File: config.mk
export PLATFORM = sky130hd
export DESIGN_NAME = spi_flash_reader
export DESIGN_NICKNAME = d
export VERILOG_FILES = /design/src/rtl/spi_flash_reader.sv
export SDC_FILE = /design/constraint.sdc
export NUM_CORES = 1
export LEC_CHECK = 0
export CORE_MARGIN = 5
export CORE_UTILIZATION = 42
export DETAILED_ROUTE_END_ITERATION = 12
export PLACE_DENSITY = 0.68
export SYNTH_ARGS = -nofsm -noshare
export SYNTH_HDL_FRONTEND = slang
export SYNTH_SLANG_ARGS = --single-unit
File: constraint.sdc
create_clock -name clk -period 2.92 [get_ports clk]
set_clock_uncertainty 0.15 [all_clocks]
set_input_delay 0.584 -clock clk [delete_from_list [all_inputs] [get_ports clk]]
set_output_delay 0.584 -clock clk [all_outputs]
set_load 0.01 [all_outputs]
File: src/rtl/spi_flash_reader.sv
// SPI NOR flash read engine (03h/0Bh/3Bh/6Bh) with valid/ready command and byte streams.
// Optional `SPI_FLASH_READER_STAT_EN adds stat_cnt, a running count of bytes handed over.
module spi_flash_reader #(
  parameter int DIV = 2,
  parameter int GAP = 4
) (
  input  logic        clk,
  input  logic        rst_n,
  input  logic        cmd_valid,
  output logic        cmd_ready,
  input  logic [23:0] cmd_adr,
  input  logic [15:0] cmd_len,
  input  logic [1:0]  cmd_iom,
  output logic        rd_valid,
  input  logic        rd_ready,
  output logic [7:0]  rd_data,
  output logic        done,
  output logic        ss_n,
  output logic        sclk,
  output logic [3:0]  sio_o,
  output logic [3:0]  sio_e,
  input  logic [3:0]  sio_i
`ifdef SPI_FLASH_READER_STAT_EN
  ,
  output logic [31:0] stat_cnt
`endif
);

  typedef enum logic [2:0] {S_IDLE, S_CMD, S_ADR, S_DMY, S_DAT, S_END, S_GAP} state_t;

  state_t      state;
  logic [15:0] div_cnt;
  logic [15:0] gap_cnt;
  logic [4:0]  ph_cnt;
  logic [2:0]  beat_cnt;
  logic [15:0] byte_left;
  logic [1:0]  iom;
  logic [30:0] tx_sr;
  logic [6:0]  rx_sr;

  logic        tick;
  logic        stall;
  logic [7:0]  opcode;
  logic [2:0]  beat_last;
  logic [7:0]  rx_next;
  logic [3:0]  dat_oe;

  always_comb begin
    opcode    = 8'h6B;
    beat_last = 3'd7;
    rx_next   = {rx_sr[6:0], sio_i[1]};
    case (cmd_iom)
      2'd0:    opcode = 8'h03;
      2'd1:    opcode = 8'h0B;
      2'd2:    opcode = 8'h3B;
      default: opcode = 8'h6B;
    endcase
    case (iom)
      2'd3: begin
        beat_last = 3'd1;
        rx_next   = {rx_sr[3:0], sio_i};
      end
      2'd2: begin
        beat_last = 3'd3;
        rx_next   = {rx_sr[5:0], sio_i[1:0]};
      end
      default: ;
    endcase
  end

  assign dat_oe = (iom == 2'd3) ? 4'b0000 : 4'b1100;
  assign tick   = (div_cnt == 16'(DIV - 1));
  // Withhold the byte-completing rising edge while the holding register is still full.
  assign stall  = (state == S_DAT) && !sclk && (beat_cnt == beat_last) && rd_valid && !rd_ready;

  always_ff @(posedge clk or negedge rst_n) begin
    if (!rst_n) begin
      state     <= S_IDLE;
      cmd_ready <= 1'b0;
      rd_valid  <= 1'b0;
      rd_data   <= '0;
      done      <= 1'b0;
      ss_n      <= 1'b1;
      sclk      <= 1'b0;
      sio_o     <= '0;
      sio_e     <= '0;
      div_cnt   <= '0;
      gap_cnt   <= '0;
      ph_cnt    <= '0;
      beat_cnt  <= '0;
      byte_left <= '0;
      iom       <= '0;
      tx_sr     <= '0;
      rx_sr     <= '0;
    end else begin
      done <= 1'b0;
      if (rd_valid && rd_ready) rd_valid <= 1'b0;
      case (state)
        S_IDLE: begin
          cmd_ready <= 1'b1;
          if (cmd_valid && cmd_ready) begin
            cmd_ready <= 1'b0;
            iom       <= cmd_iom;
            byte_left <= cmd_len;
            div_cnt   <= '0;
            ph_cnt    <= '0;
            beat_cnt  <= '0;
            if (cmd_len == '0) begin
              done    <= 1'b1;
              gap_cnt <= 16'(GAP - 1);
              state   <= S_GAP;
            end else begin
              ss_n  <= 1'b0;
              tx_sr <= {opcode[6:0], cmd_adr};
              sio_o <= {3'b110, opcode[7]};
              sio_e <= 4'b1101;
              state <= S_CMD;
            end
          end
        end
        S_CMD, S_ADR, S_DMY, S_DAT: begin
          if (!tick) begin
            div_cnt <= div_cnt + 16'd1;
          end else if (!stall) begin
            div_cnt <= '0;
            if (!sclk) begin
              sclk <= 1'b1;
              if (state == S_DAT) begin
                rx_sr <= rx_next[6:0];
                if (beat_cnt == beat_last) begin
                  beat_cnt  <= '0;
                  rd_data   <= rx_next;
                  rd_valid  <= 1'b1;
                  byte_left <= byte_left - 16'd1;
                end else begin
                  beat_cnt <= beat_cnt + 3'd1;
                end
              end
            end else begin
              sclk     <= 1'b0;
              ph_cnt   <= ph_cnt + 5'd1;
              tx_sr    <= {tx_sr[29:0], 1'b0};
              sio_o[0] <= tx_sr[30];
              case (state)
                S_CMD: if (ph_cnt == 5'd7) begin
                  ph_cnt <= '0;
                  state  <= S_ADR;
                end
                S_ADR: if (ph_cnt == 5'd23) begin
                  ph_cnt <= '0;
                  if (iom == 2'd0) begin
                    sio_o <= dat_oe;
                    sio_e <= dat_oe;
                    state <= S_DAT;
                  end else begin
                    sio_o[0] <= 1'b0;
                    state    <= S_DMY;
                  end
                end
                S_DMY: if (ph_cnt == 5'd7) begin
                  sio_o <= dat_oe;
                  sio_e <= dat_oe;
                  state <= S_DAT;
                end
                S_DAT: if (byte_left == '0) state <= S_END;
                default: ;
              endcase
            end
          end
        end
        S_END: begin
          ss_n    <= 1'b1;
          done    <= 1'b1;
          sio_o   <= '0;
          sio_e   <= '0;
          gap_cnt <= 16'(GAP - 1);
          state   <= S_GAP;
        end
        S_GAP: begin
          if (gap_cnt == '0) begin
            cmd_ready <= 1'b1;
            state     <= S_IDLE;
          end else begin
            gap_cnt <= gap_cnt - 16'd1;
          end
        end
        default: state <= S_IDLE;
      endcase
    end
  end

`ifdef SPI_FLASH_READER_STAT_EN
  always_ff @(posedge clk or negedge rst_n) begin
    if (!rst_n) stat_cnt <= '0;
    else if (rd_valid && rd_ready) stat_cnt <= stat_cnt + 32'd1;
  end
`endif

endmodule

After elaboration in Yosys (flattened, before gate mapping)
Cells that the tools add are included.
{"block": "word_totals", "regBits": 120, "latch_bits": 0, "ram_bits": 0, "mem_bits_ro": 0, "inputBits": 50, "word_cells": 184, "n_memories": 0}
{"block": "op_classes", "add_sub_neg": 5, "n_mul": 0, "div_mod_pow": 0, "order_cmp": 0, "eq_ne": 33, "shift": 0, "n_mux": 91, "bitwise": 2, "n_reduce_logical": 35}
{"operator": "$mux 16", "count": 12}
{"operator": "$mux 31", "count": 5}
{"operator": "$mux 4", "count": 16}
{"operator": "$pmux 16 s2", "count": 2}
{"operator": "$pmux 31 s2", "count": 1}
{"operator": "$mux 3", "count": 18}
{"operator": "$logic_not 16->1", "count": 3}
{"operator": "$pmux 16 s3", "count": 1}
{"operator": "$sub 16x1->16 const B", "count": 2}
{"operator": "$mux 5", "count": 6}
{"operator": "$pmux 3 s4", "count": 2}
{"operator": "$pmux 4 s3", "count": 2}
{"operator": "$reduce_and 6->1", "count": 4}
{"operator": "$ne 2x2->1 const B", "count": 11}
{"operator": "$ne 3x3->1 const B", "count": 7}
{"operator": "$pmux 7 s3", "count": 1}
{"operator": "$pmux 5 s2", "count": 2}
{"operator": "$reduce_and 10->1", "count": 2}
{"operator": "$add 16x1->16 const B", "count": 1}
{"operator": "$eq 16x1->1 const B", "count": 1}
{"operator": "$pmux 4 s2", "count": 2}
{"operator": "$pmux 8 s2", "count": 1}
{"operator": "$mux 1", "count": 15}
{"operator": "$pmux 3 s2", "count": 2}
{"operator": "other kinds (25)", "count": 47}

Logic depth before layout (Yosys ltp)
{"block": "logic_depth", "depth_word": 9, "mapped_depth": 11, "mapped_depth_nobuf": 8}

Worst setup path before layout
No wires, ideal clock.
{"block": "synth_timing", "kind": "register to register", "from": "register byte_left[7]", "to": "register state[0]", "setup_time_ps": 125, "t_arrival_ps": 2486, "required_time_ps": 2645, "path_slack_ps": 159, "stages_incl_launch_ff": 8, "period_less_slack_ps": 2761, "path_cell_list": "dfrtp_1 -> or3_4 -> or4_1 -> buf_2 -> or4b_1 -> a21oi_1 -> and4bb_4 -> mux2_4"}
{"block": "synth_via", "elab_chain_cells": 3}
{"item": "start, declared", "line": "36", "source": "logic [15:0] byte_left;"}
{"item": "start signal, assigned", "line": "104", "source": "byte_left <= cmd_len;"}
{"item": "start signal, assigned", "line": "134", "source": "byte_left <= byte_left - 16'd1;"}
{"item": "$logic_not 16->1", "line": "165", "source": "S_DAT: if (byte_left == '0) state <= S_END;"}
{"item": "$ne 3x3->1 (no source line)"}
{"item": "$reduce_and 10->1 (no source line)"}
{"item": "end signal, assigned", "line": "163", "source": "state <= S_DAT;"}
{"item": "end signal, assigned", "line": "165"}
{"item": "end signal, assigned", "line": "177", "source": "state <= S_GAP;"}
{"item": "end, declared", "line": "31", "source": "state_t state;"}
No other way between the ends.
A chain may end at the register's enable or synchronous reset.

Worst setup path after layout
{"block": "layout_timing", "from": "register byte_left[7]", "to": "register state[1]"}
The elaborated chain is that of the path after synthesis.

==> impl_metrics.py <==
metrics = {
    "outcome": {
        "status": "finished clean",
    },
    "setup_path": {
        "timing.critical_path.arrival_ns": 2.97,
        "worst_path_cell_with_the_longest_stage_delay": "sky130_fd_sc_hd__or4b_1",
        "crit_path_from": "byte_left[7]",
        "cp-start-kind": "flip-flop",
        "setup.worst_path.class": "flip-flop to flip-flop",
        "worstPathBufferInverterCount": 0,
        "endpoint_required_time_on_the_critical_path_ns": 3.07,
        "reg2reg_depth": 6,
        "max_stage_delay_ns": 0.54,
        "r2r_slack_ns": 0.1,
        "endpoint_kind": "flip-flop",
        "critPathMaxFanout": 6,
        "worst_r2r_endpoint": "state[1]",
        "worst_r2r_startpoint": "byte_left[7]",
        "worst_path_dominant_cell_family": "simple AND/OR/NAND/NOR gates",
        "cell_breakdown_of_the_critical_path": "or3_4 > or4_4 > or4b_1 > a21oi_1 > and4bb_4 > mux2_4",
    },
    "worst_hold_path": {
        "min_path_cells": 2,
        "hp-start": "rd_data[6]",
        "hold_path_class": "flip-flop to flip-flop",
        "min_delay_worst_endpoint": "rd_data[6]",
    },
    "timing": {
        "max_transition_viols_final": 0,
        "worst_pin_slew_ns": 0.647,
        "post-route-period-util_pct": 96.7,
        "period_minus_slack_ns": 2.82,
        "rsz0062_at_grt": "false",
        "setup_viols_final": 0,
        "report.final.hold_viol_count": 0,
        "max_slew_margin_pct": 56.5,
        "fin_setup_tns_ns": 0,
        "fmaxAchievable_mhz": 354,
    },
    "yosys": {
        "ys_ff_latch": 116,
        "synthesis.area_per_instance_um2": 8.58,
        "postSynthCellCount": 737,
        "synth-async-reset-ratio_pct": 100,
        "synth.top_cell.area_share_pct": 45.5,
        "yosys_warnings": 0,
        "most_common_cell_in_the_synthesized_netlist": "sky130_fd_sc_hd__dfrtp_1",
        "number_of_enable_type_register_cells_in_the_synthesized_netlist": 0,
        "synthesis.area_um2": 6330,
        "synth_sequential_area_ratio_pct": 45.9,
        "synth.cells.most_frequent": "115 x sky130_fd_sc_hd__dfrtp_1, 110 x sky130_fd_sc_hd__nand2_1, 72 x sky130_fd_sc_hd__a21oi_1",
        "synthDistinctLibCells": 67,
        "synth_largest_area_cell": "sky130_fd_sc_hd__dfrtp_1",
        "synth.top_cells.by_area": "sky130_fd_sc_hd__dfrtp_1 45%, sky130_fd_sc_hd__nand2_1 6.5%, sky130_fd_sc_hd__a21oi_1 5.7%, sky130_fd_sc_hd__nor2_1 3.8%, sky130_fd_sc_hd__o21ai_0 3.4%",
        "synth_flop_cell": "sky130_fd_sc_hd__dfrtp_1",
    },
    "place": {
        "placedInstanceArea_um2": 7330,
        "gpl.final_weighted_congestion": 0.873,
        "hpwl_um": 10900,
        "placedCellCount": 977,
        "io_buffer_count": 68,
    },
    "routing": {
        "drt-wirelength-per-cell_um": 15.6,
        "detail_route.first_pass.iterations": 4,
        "drt-total-wl_um": 15700,
        "vias": 5726,
        "initialDrtViolationCount": 379,
        "final_antenna_net_count": 0,
        "routed_via_density": 5.67,
        "drt_drc_violations_left": 0,
    },
    "clock_tree": {
        "worst_skew_pair.late_latency_ns": 0.42,
        "clock_tree_from_tritoncts": "yes",
        "path_clk_slew_ns": 0.05,
        "number_of_buffers_created_by_cts": 17,
        "htree_num_levels": 4,
        "clock-root-buffer": "sky130_fd_sc_hd__clkbuf_16",
        "cts_sinks": 116,
        "number_of_buffers_between_clock_root_and_the_deepest_sink": 2,
    },
    "cells_and_area": {
        "layoutNonFillerInstCount": 1009,
        "ff_latch_area_um2": 2900,
        "finalCoreUtilization_pct": 54.3,
        "drive_above_1_share_pct": 10.1,
        "num-fill-cells": 1311,
        "finish.instance_area_um2": 7960,
        "syn2layout_area_growth_pct": 25.8,
        "finalNetCount": 871,
        "multi_input_area_um2": 3180,
        "n_antenna_cell": 0,
    },
    "global_route": {
        "grt_antenna_before_repair": 0,
        "grt_pass1_wl_um": 26800,
        "grt_use_total_pct": 18.3,
        "grt_max_degree": 55,
        "first_global_vias": 5695,
        "overflow": 0,
    },
    "floorplanning": {
        "ios": 71,
        "die_w_um": 133,
        "fp-row-count": 44,
        "area_of_the_placeable_core_um2": 14600,
        "start_util_pct": 43.2,
        "die-height_um": 133,
        "die_ar_um2": 17600,
    },
    "pwr": {
        "power_density_nw_per_um2": 1060,
        "finalPower_w": 0.00844,
        "ir_drop_mv": 0.489,
        "p_sw_share_pct": 40.5,
        "power_frac_seq_pct": 30.8,
        "pwr-share-clk_pct": 25.4,
        "p_leak_nw": 3.41,
        "pwr-share-comb_pct": 43.9,
        "internal_power_w": 0.00503,
        "p_sw_w": 0.00342,
    },
    "flow_run": {
        "max_cap_viol_count": 0,
    },
}
==> per-layer routing <==
metal	routed length, um	vias up	track usage, %
met5	0	-	0
met4	259	0	7.33
met3	695	24	4.21
met2	7770	150	31.3
met1	6980	2761	22.2
li1	-	2791	-
==> registers in the layout, summed over array words and instances, names as in the netlist, 2 cells and up <==
| name | flops |
|---|---|
| tx_sr | 31 |
| byte_left | 16 |
| div_cnt | 16 |
| gap_cnt | 16 |
| rd_data | 8 |
| rx_sr | 7 |
| ph_cnt | 5 |
| beat_cnt | 3 |
| state | 3 |
| iom | 2 |
| sio_e | 2 |
| sio_o | 2 |
==> logic make-up after synthesis <==
| kind of cell | share of synthesized area (%) |
|---|---|
| other cells | 0.0593 |
| mux | 3.60 |
| simple gates | 22.5 |
| xor+xnor | 2.22 |
| fa+ha+maj | 1.58 |
| flops | 45.9 |
| buf+inv | 4.11 |
| compound gates | 20.0 |
==> placed cells by master (no fill, tap or decap), types with 5 or more instances in the layout <==
| cell | n |
|---|---|
| sky130_fd_sc_hd__a21oi_1 | 71 |
| sky130_fd_sc_hd__a31oi_1 | 32 |
| sky130_fd_sc_hd__and2_1 | 7 |
| sky130_fd_sc_hd__and3_1 | 7 |
| sky130_fd_sc_hd__buf_4 | 37 |
| sky130_fd_sc_hd__clkbuf_16 | 17 |
| sky130_fd_sc_hd__clkdlybuf4s50_1 | 67 |
| sky130_fd_sc_hd__dfrtp_1 | 115 |
| sky130_fd_sc_hd__ha_1 | 8 |
| sky130_fd_sc_hd__inv_1 | 13 |
| sky130_fd_sc_hd__mux2i_1 | 13 |
| sky130_fd_sc_hd__nand2_1 | 110 |
| sky130_fd_sc_hd__nand2b_1 | 6 |
| sky130_fd_sc_hd__nand3_1 | 20 |
| sky130_fd_sc_hd__nand4_1 | 7 |
| sky130_fd_sc_hd__nand4b_1 | 6 |
| sky130_fd_sc_hd__nor2_1 | 64 |
| sky130_fd_sc_hd__nor3_1 | 18 |
| sky130_fd_sc_hd__nor4_1 | 15 |
| sky130_fd_sc_hd__o211ai_1 | 7 |
| sky130_fd_sc_hd__o21ai_0 | 43 |
| sky130_fd_sc_hd__o21ai_1 | 32 |
| sky130_fd_sc_hd__or3_1 | 5 |
| sky130_fd_sc_hd__xor2_1 | 14 |
==> cell type report <==
type	instances	area share, %
timing repair buffer	106	12.3
inverter	14	0.660
clock inverter	9	1.59
tap	184	2.89
clock buffer	22	6.08
sequential	116	36.5
multi-input combinational	558	40.0
==> power by group through the flow <==
stage | clock network (W) | registers [W] | logic (W)
6_report | 0.00214 | 0.00260 | 0.00370
5_1_grt | 0.00224 | 0.00267 | 0.00416
4_1_cts | 0.00219 | 0.00259 | 0.00371
3_5_place_dp | 0 | 0.00261 | 0.00369
3_3_place_gp | 0 | 0.00258 | 0.00356
2_1_floorplan | 0 | 0.00250 | 0.00273
==> through the flow <==
stage	hold slack, ns	worst slack [ns]
after global routing	0.361	0.0162
after CTS	0.341	0.0454
after detailed placement	0.328	0.0158
after global placement	0.318	0.0563
after floorplan	0.138	0.159
final	0.335	0.0966
==> worst register-to-register path, delay by kind of cell, from the launching register on <==
kind	cells	cell delay [ns]
AND/OR/NAND/NOR	4	1.68
flip-flops	1	0.41
multiplexers	1	0.31
AO/OA/AOI/OAI	1	0.16
==> how the worst max path moves through the flow <==
stage	cells after the start	endpoint	slack (ns)
after CTS	6	state[1]	0.05
final	6	state[1]	0.1
after floorplan	7	state[0]	0.16
after detailed placement	7	sio_e[2]	0.02
after global placement	9	gap_cnt[14]	0.06
after global routing	6	sio_e[2]	0.02
==> repair_timing <==
item,in CTS,in global routing
setup endpoints to repair,0,1
gates resized for setup,0,1
hold buffers,1,0
hold endpoints to repair,23,0
setup buffers,0,0
Note: power is estimated with default switching activity, not from simulation.
